## src/rtl/ctrl_sequencer_if.sv

```systemverilog
// Memory handshake between the control sequencer (master) and main memory (slave).
interface ctrl_sequencer_if #(
    parameter int IR_W = 16
);
    logic            mem_req;
    logic            mem_we;
    logic [IR_W-1:0] mem_rdata;
    logic            mem_ack;

    modport master (output mem_req, output mem_we, input mem_rdata, input mem_ack);
    modport slave  (input mem_req, input mem_we, output mem_rdata, output mem_ack);
endinterface

```

## src/rtl/ctrl_sequencer.sv

```systemverilog
// mARC sequential control unit: state/IR registers, memory handshake, bus-timeout trap.
// Optional retired-instruction counter enabled by defining CTRL_SEQ_RETIRE_CNT_EN.
module ctrl_sequencer #(
    parameter int RA_W  = 3,
    parameter int IR_W  = 16,
    parameter int TMO_W = 4
) (
    input  logic                clk,
    input  logic                reset_n,
    input  logic [3:0]          status,
    input  logic                trap_clr,
    ctrl_sequencer_if.master    mem,
    output logic [3*RA_W+8:0]   ctrlword,
    output logic [IR_W-1:0]     ir,
`ifdef CTRL_SEQ_RETIRE_CNT_EN
    output logic [31:0]         retired,
`endif
    output logic                trap
);
    localparam logic [RA_W-1:0]  PC_ADDR  = '1;
    localparam logic [TMO_W-1:0] TMO_LAST = TMO_W'((2**TMO_W) - 2);

    typedef enum logic [2:0] {
        S_RESET, S_FETCH, S_INCPC, S_ALU, S_ALUI, S_MEM, S_BRANCH, S_TRAP
    } state_t;

    typedef struct packed {
        logic [RA_W-1:0] a;
        logic [RA_W-1:0] b;
        logic [RA_W-1:0] d;
        logic            rw_reg;
        logic            bsel_imm;
        logic            dsel_mem;
        logic            wr_psr;
        logic            disp;
        logic [3:0]      op;
    } cw_t;

    state_t           state;
    logic [TMO_W-1:0] tmo;
    cw_t              cw;
    logic             req, we, taken;

    logic [1:0]      cls;
    logic [3:0]      op;
    logic            cc;
    logic [RA_W-1:0] rd, rs1, rs2;
    logic            n_f, z_f, v_f;

    assign cls = ir[IR_W-1:IR_W-2];
    assign op  = ir[3*RA_W+4:3*RA_W+1];
    assign cc  = ir[3*RA_W];
    assign rd  = ir[3*RA_W-1:2*RA_W];
    assign rs1 = ir[2*RA_W-1:RA_W];
    assign rs2 = ir[RA_W-1:0];
    assign n_f = status[3];
    assign z_f = status[2];
    assign v_f = status[1];

    // Carry is not consulted by any branch condition.
    logic unused;
    assign unused = status[0];

    always_comb begin
        taken = 1'b0;
        unique case (rd[2:0])
            3'b000: taken = 1'b1;
            3'b001: taken = z_f;
            3'b010: taken = ~z_f;
            3'b011: taken = ~z_f & ~(n_f ^ v_f);
            3'b100: taken = z_f | (n_f ^ v_f);
            3'b101: taken = ~(n_f ^ v_f);
            3'b110: taken = n_f ^ v_f;
            default: taken = 1'b0;
        endcase
    end

    always_comb begin
        cw  = '0;
        req = 1'b0;
        we  = 1'b0;
        unique case (state)
            S_FETCH: begin
                cw.a = PC_ADDR;
                req  = 1'b1;
            end
            S_INCPC: begin
                cw.a      = PC_ADDR;
                cw.d      = PC_ADDR;
                cw.rw_reg = 1'b1;
                cw.op     = 4'b1100;
            end
            S_ALU, S_ALUI: begin
                cw.a        = rs1;
                cw.b        = (state == S_ALUI) ? '0 : rs2;
                cw.d        = rd;
                cw.rw_reg   = 1'b1;
                cw.bsel_imm = (state == S_ALUI);
                cw.wr_psr   = cc;
                cw.op       = op;
            end
            S_MEM: begin
                cw.a = rs1;
                cw.b = rs2;
                req  = 1'b1;
                we   = op[0];
                if (!op[0]) begin
                    // Load data lands in rd only in the cycle memory delivers it.
                    cw.d        = rd;
                    cw.dsel_mem = 1'b1;
                    cw.rw_reg   = mem.mem_ack;
                end
            end
            S_BRANCH: begin
                if (taken) begin
                    cw.a      = PC_ADDR;
                    cw.d      = PC_ADDR;
                    cw.disp   = 1'b1;
                    cw.rw_reg = 1'b1;
                end
            end
            default: ;
        endcase
    end

    assign ctrlword    = cw;
    assign mem.mem_req = req;
    assign mem.mem_we  = we;

    always_ff @(posedge clk or negedge reset_n) begin
        if (!reset_n) begin
            state <= S_RESET;
            ir    <= '0;
            tmo   <= '0;
            trap  <= 1'b0;
`ifdef CTRL_SEQ_RETIRE_CNT_EN
            retired <= '0;
`endif
        end else begin
            tmo <= '0;
            unique case (state)
                S_RESET: state <= S_FETCH;
                S_FETCH, S_MEM: begin
                    // Ack wins over the terminal count in the same cycle.
                    if (mem.mem_ack) begin
                        if (state == S_FETCH) begin
                            ir    <= mem.mem_rdata;
                            state <= S_INCPC;
                        end else begin
                            state <= S_FETCH;
`ifdef CTRL_SEQ_RETIRE_CNT_EN
                            retired <= retired + 32'd1;
`endif
                        end
                    end else if (tmo == TMO_LAST) begin
                        trap  <= 1'b1;
                        state <= S_TRAP;
                    end else begin
                        tmo <= tmo + 1'b1;
                    end
                end
                S_INCPC: begin
                    unique case (cls)
                        2'b00:   state <= S_ALU;
                        2'b01:   state <= S_ALUI;
                        2'b10:   state <= S_MEM;
                        default: state <= S_BRANCH;
                    endcase
                end
                S_ALU, S_ALUI, S_BRANCH: begin
                    state <= S_FETCH;
`ifdef CTRL_SEQ_RETIRE_CNT_EN
                    retired <= retired + 32'd1;
`endif
                end
                S_TRAP: begin
                    if (trap_clr) begin
                        trap  <= 1'b0;
                        state <= S_FETCH;
                    end
                end
                default: state <= S_RESET;
            endcase
        end
    end
endmodule
```

## src/flat_wrapper.sv

```systemverilog
// flat-port wrapper written by rule: the top's interface ports become plain ports
module ctrl_sequencer_flat 
#(
    parameter int RA_W  = 3,
    parameter int IR_W  = 16,
    parameter int TMO_W = 4
)
  (clk, reset_n, status, trap_clr, ctrlword, ir, trap, mem_mem_req, mem_mem_we, mem_mem_rdata, mem_mem_ack);
  ctrl_sequencer_if #(.IR_W(IR_W)) mem_i ();
  input  logic clk;
  input  logic reset_n;
  input  logic [3:0] status;
  input  logic trap_clr;
  output logic [3*RA_W+8:0] ctrlword;
  output logic [IR_W-1:0] ir;
  output logic trap;
  output wire logic [$bits(mem_i.mem_req)-1:0] mem_mem_req;
  output wire logic [$bits(mem_i.mem_we)-1:0] mem_mem_we;
  input wire logic [$bits(mem_i.mem_rdata)-1:0] mem_mem_rdata;
  input wire logic [$bits(mem_i.mem_ack)-1:0] mem_mem_ack;
  assign mem_mem_req = mem_i.mem_req;
  assign mem_mem_we = mem_i.mem_we;
  assign mem_i.mem_rdata = mem_mem_rdata;
  assign mem_i.mem_ack = mem_mem_ack;
  ctrl_sequencer #(.RA_W(RA_W), .IR_W(IR_W), .TMO_W(TMO_W)) u_core (.clk(clk), .reset_n(reset_n), .status(status), .trap_clr(trap_clr), .mem(mem_i), .ctrlword(ctrlword), .ir(ir), .trap(trap));
endmodule
```

## config.mk

```make
export PLATFORM = sky130hd
export DESIGN_NAME = ctrl_sequencer_flat
export DESIGN_NICKNAME = d
export VERILOG_FILES = /design/src/rtl/ctrl_sequencer_if.sv /design/src/rtl/ctrl_sequencer.sv /design/src/flat_wrapper.sv
export SDC_FILE = /design/constraint.sdc
export NUM_CORES = 1
export LEC_CHECK = 0
export ABC_CLOCK_PERIOD_IN_PS = 2800
export BUFFER_PORTS_ARGS = -buffer_cell sky130_fd_sc_hd__buf_2
export CAP_MARGIN = 10
export CORE_MARGIN = 2
export CORE_UTILIZATION = 50
export DETAILED_ROUTE_END_ITERATION = 7
export PLACE_DENSITY = 0.83
export SYNTH_ARGS = -nofsm -noshare
export SYNTH_HDL_FRONTEND = slang
export SYNTH_SLANG_ARGS = --single-unit
export TNS_END_PERCENT = 30
```

## constraint.sdc

```tcl
create_clock -name clk -period 2.8 [get_ports clk]
set_clock_uncertainty 0.05 [all_clocks]
set_input_delay 0.42 -clock clk [delete_from_list [all_inputs] [get_ports clk]]
set_output_delay 0.42 -clock clk [all_outputs]
set_load 0.02 [all_outputs]
```

# Word-level counts from Yosys, hierarchy flattened

Cells that the tools add are included.
Widths: inputs -> output; s select.

Register bits: 24
Input bits: 24
Output and inout port bits: 37
Word-level logic and storage cells: 72

Add/subtract/negate cells: 1
Equality and inequality tests: 20
Mux-type cells: 30
Bitwise logic cells: 5
Reductions and logical operators: 12

Operators by type and width:

| cell                | count |
|---|---|
| $eq 3x3->1 const B  | 7 |
| $mux 4              | 5 |
| $pmux 3 s3          | 2 |
| $pmux 4 s4          | 1 |
| $mux 3              | 5 |
| $eq 3x2->1 const B  | 4 |
| $pmux 3 s4          | 1 |
| $mux 1              | 11 |
| $pmux 4 s2          | 1 |
| $pmux 1 s7          | 1 |
| $eq 3x1->1 const B  | 2 |
| $logic_not 3->1     | 2 |
| $pmux 3 s2          | 1 |
| $reduce_or 2->1     | 3 |
| $add 4x1->4 const B | 1 |
| $eq 4x4->1 const B  | 1 |
| $ne 2x2->1 const B  | 2 |
| $reduce_and 4->1    | 1 |
| $reduce_or 4->1     | 1 |
| $ne 3x1->1 const B  | 1 |
| $reduce_and 3->1    | 1 |
| $reduce_or 3->1     | 1 |
| $eq 2x1->1 const B  | 1 |
| $eq 2x2->1 const B  | 1 |
| other kinds (10)    | 11 |

# Depth between registers and ports, before layout

Word-level depth: 6
Gate-level depth with buffers: 6
Gate-level depth less buffers: 6

# Worst setup path after synthesis

Ideal clock, no wire load.

Path type: reg-to-output
Start point: reg u_core.state[1]
End point: out ctrlword[0]
Arrival time: 1389 ps
Slack: 941 ps
Cell stages (with the launch flop): 6
Buffers on the path: 1
Path through: dfrtp_1 -> buf_2 -> nand2b_1 -> nor2_1 -> a21o_1 -> and2_1

Longest elaborated chain between the ends: 3

Ends and longest elaborated chain:

| item                                     | line                  | text |
|---|---|---|
| start: declaration                       | ctrl_sequencer.sv:39  | `state_t state;` |
| start signal: assignment                 | ctrl_sequencer.sv:132 | `state <= S_RESET;` |
| start signal: assignment                 | ctrl_sequencer.sv:142 | `S_RESET: state <= S_FETCH;` |
| start signal: assignment                 | ctrl_sequencer.sv:148 | `state <= S_INCPC;` |
| $eq 3x2->1 or $eq 3x3->1 (tied branches) | ctrl_sequencer.sv:82  | `unique case (state)` |
| $reduce_or 2->1                          | --                    |  |
| $pmux 4 s2 (*)                           | ctrl_sequencer.sv:82  |  |
| end: declaration                         | flat_wrapper.sv:14    | `output logic [3*RA_W+8:0] ctrlword;` |

Every way passes the cells marked *; elsewhere a longest branch is shown, timed or not.

# Worst setup path after layout

Start point: reg u_core.state[2]
End point: out ctrlword[13]

Longest elaborated chain between the ends: 3

Ends and longest elaborated chain:

| item                                      | line |
|---|---|
| $eq 3x3->1 or $eq 3x2->1 (tied branches)  | ctrl_sequencer.sv:82, ctrl_sequencer.sv:95 |
| $mux 3 or $reduce_or 2->1 (tied branches) | -- |
| $pmux 3 s2 (*)                            | ctrl_sequencer.sv:82 |

Marks and branches as above.

==> flow_summary.json <==
{
  "total_switching_power_mw": 1.11,
  "synth.avg_cell_area_um2": 9.25,
  "dpl_cell_area_um2": 1690,
  "clk_pin_slew_ns": 0.14,
  "sw_frac_of_total_pct": 48.7,
  "coreArea_um2": 2690,
  "clk_path_buf_depth": 2,
  "critPathArrivalTime_ns": 2.08,
  "yosys-top-cells-count": "dfrtp_1 (24), nor2_1 (15), nand2_1 (14)",
  "drt-wirelength-per-cell_um": 12.7,
  "clock_latency_ns": 0.32,
  "slew_headroom_pct": 60.1,
  "overflow": 0,
  "initialDrtViolationCount": 32,
  "routed_wl_mm": 3.00,
  "leakage_nw": 0.887,
  "pwr-share-comb_pct": 58.4,
  "hold_violations": 0,
  "dp_hpwl_mm": 2.30,
  "drive_gt1_share_pct": 38.3,
  "layout_min_cycle_time_ns": 2.55,
  "reg2reg_depth": 3,
  "htree_levels": 1,
  "max_freq_mhz": 392,
  "synthMostInstantiatedCell": "dfrtp_1",
  "synthToLayoutAreaGrowth_pct": 26.0,
  "place_congestion": 0.776,
  "num_rows": 19,
  "drc_errors": 0,
  "fin_ws_ns": 0.249,
  "die_w_um": 56.5,
  "rrSetupSlack_ns": 0.86,
  "setup_tns_ns": 0,
  "rsz0062_at_grt": "no",
  "power.internal_mw": 1.17,
  "die_h_um": 56.5,
  "synthCells": 149,
  "start_util_pct": 51.3,
  "synth-main-ff-cell": "dfrtp_1",
  "cts_resized": 0,
  "max-cap-violations": 0,
  "grt_pass1_vias": 1159,
  "cellPowerDensity_nw_per_um2": 1310,
  "num_antenna_cells": 0,
  "hold_buffers": 0,
  "cts.sinks": 24,
  "cts_buffers": 3,
  "grt_usage_pct": 19.6,
  "synth_nets": 178,
  "grt_pass1_wl_mm": 5.03,
  "yosysTopAreaCellShare_pct": 43.6,
  "rr_startpoint": "u_core.state[1]$_DFFE_PN0P_",
  "vias_per_cell": 5.24,
  "worst_slew_pin_slew_ns": 0.597,
  "critPathKind": "reg -> out",
  "clkPwrFrac_pct": 11.2,
  "synth-edff-count": 0,
  "place_ws_ns": 0.619,
  "ys_warn_count": 0,
  "vias": 1242,
  "final_design_area_no_fill_um2": 1740,
  "fp.dieArea_um2": 3190,
  "yosysTopAreaCell": "dfrtp_1",
  "grt_max_degree": 25,
  "vdd_drop_max_mv": 0.779,
  "fin_crit_sh_pct": 91.1,
  "cts_tree": "yes",
  "io_pins": 61,
  "critPathCaptureType": "primary output",
  "first_pass_iters": 4,
  "rr_endpoint": "u_core.ir[8]$_DFFE_PN0P_",
  "stdcell_count": 237,
  "worst-path-max-fanout": 18,
  "ys_ff_latch": 24,
  "crit_required_ns": 2.33,
  "cts_root_buf": "clkbuf_4",
  "status": "finished, final reports clean",
  "synth_area_um2": 1380,
  "yosysSeqAreaShare_pct": 43.6,
  "final_nets": 236,
  "yosys.cell_types.count": 32,
  "antenna_left": 0,
  "slew_violations": 0,
  "netlist_top_cells_area": "dfrtp_1 (44%), mux2_2 (8.2%), o21ai_0 (4.7%)",
  "setup_viol": 0,
  "portBuffers": 59,
  "ys_async_sr_fraction_pct": 100,
  "place_inst": 233,
  "antenna_found_initial": 0,
  "start_kind": "register",
  "p_seq_share_pct": 30.4,
  "post_cts_buffers": 0,
  "hold_path_class": "in -> async"
}
-- critical path, cell delays in order, from the launching register on --
cell and delay (ns):
dfrtp_1 0.73, nor2b_1 0.48, o21ai_0 0.23, nor2_1 0.14, buf_2 0.18
-- cell families (layout without fill, tap and decap cells) --
group | count (synthesis) | after routing | synth area share (%)
simple gates | 56 | 56 | 21.6
compound gates | 34 | 34 | 14.7
flops | 24 | 24 | 43.6
buf+inv | 17 | 74 | 5.54
mux | 10 | 10 | 8.17
fa+ha+maj | 5 | 5 | 4.54
xor+xnor | 3 | 3 | 1.91
-- power groups by stage --
stage	Sequential, mW	Combinational [mW]	Clock (mW)
final	0.692	1.33	0.254
after global routing	0.727	1.46	0.270
after CTS	0.693	1.34	0.255
after detailed placement	0.701	1.34	0
after global placement	0.692	1.32	0
after floorplan	0.772	0.853	0
-- metrics by stage --
step                hold slack, ns  util, %  power [mW]
CTS                         0.0232     64.7        2.29
floorplan                   0.0744        -        1.62
global route                0.0286     64.7        2.45
detailed placement           0.385     62.7        2.04
global placement             0.389     62.7        2.01
finish                    0.000147     64.7        2.27
-- layer usage --
metal / part of all wire (%) / global-route usage (%) / vias to the layer above / wire (um)
li1: - / - / 622 / -
met1: 44 / 25.7 / 592 / 1330
met2: 51 / 34.4 / 23 / 1540
met3: 3.1 / 2.07 / 5 / 94
met4: 1.1 / 5.10 / 0 / 32
met5: 0 / 0 / - / 0
-- area by class of cell --
| class | count | area [um2] |
|---|---|---|
| Inverter | 9 | 33.8 |
| Clock inverter | 1 | 30.0 |
| Fill cell | 243 | 948 |
| Sequential cell | 24 | 601 |
| Clock buffer | 3 | 22.5 |
| Tap cell | 31 | 38.8 |
| Multi-Input combinational cell | 108 | 702 |
| Timing Repair Buffer | 61 | 310 |
-- sequential cells by signal (all words and copies together) (netlist names) --
signal	cells
u_core.state	3
u_core.trap	1
u_core.ir	16
u_core.tmo	4
-- how the worst max path moves through the flow --
stage	slack, ns	cells past startpoint	end	start
after detailed placement	0.62	4	ctrlword[13]	u_core.state[2]$_DFFE_PN0P_
after CTS	0.25	4	ctrlword[13]	u_core.state[2]$_DFFE_PN0P_
after global routing	0.06	4	ctrlword[13]	u_core.state[2]$_DFFE_PN0P_
after global placement	0.67	4	ctrlword[13]	u_core.state[2]$_DFFE_PN0P_
after floorplan	0.94	5	ctrlword[0]	u_core.state[1]$_DFFE_PN0P_
final	0.25	4	ctrlword[13]	u_core.state[2]$_DFFE_PN0P_
-- cells in the final DEF (no fill, tap or decap), drive strengths merged --
cell type / n
dfrtp: 24
inv: 9
or2: 1
nor2: 15
nand2b: 7
nand3b: 4
a21o: 1
a211oi: 1
o211ai: 3
nor2b: 3
a21oi: 9
xor2: 2
o21ai: 13
mux2: 10
nand3: 5
and4b: 1
buf: 61
nor3b: 1
nand4: 1
nor4b: 1
clkbuf: 3
bufinv: 1
xnor2: 1
a22oi: 2
and2: 3
o31ai: 2
nand2: 14
o21ba: 1
ha: 5
a31oi: 1
a311oi: 1
(Power assumes the default switching activity.)
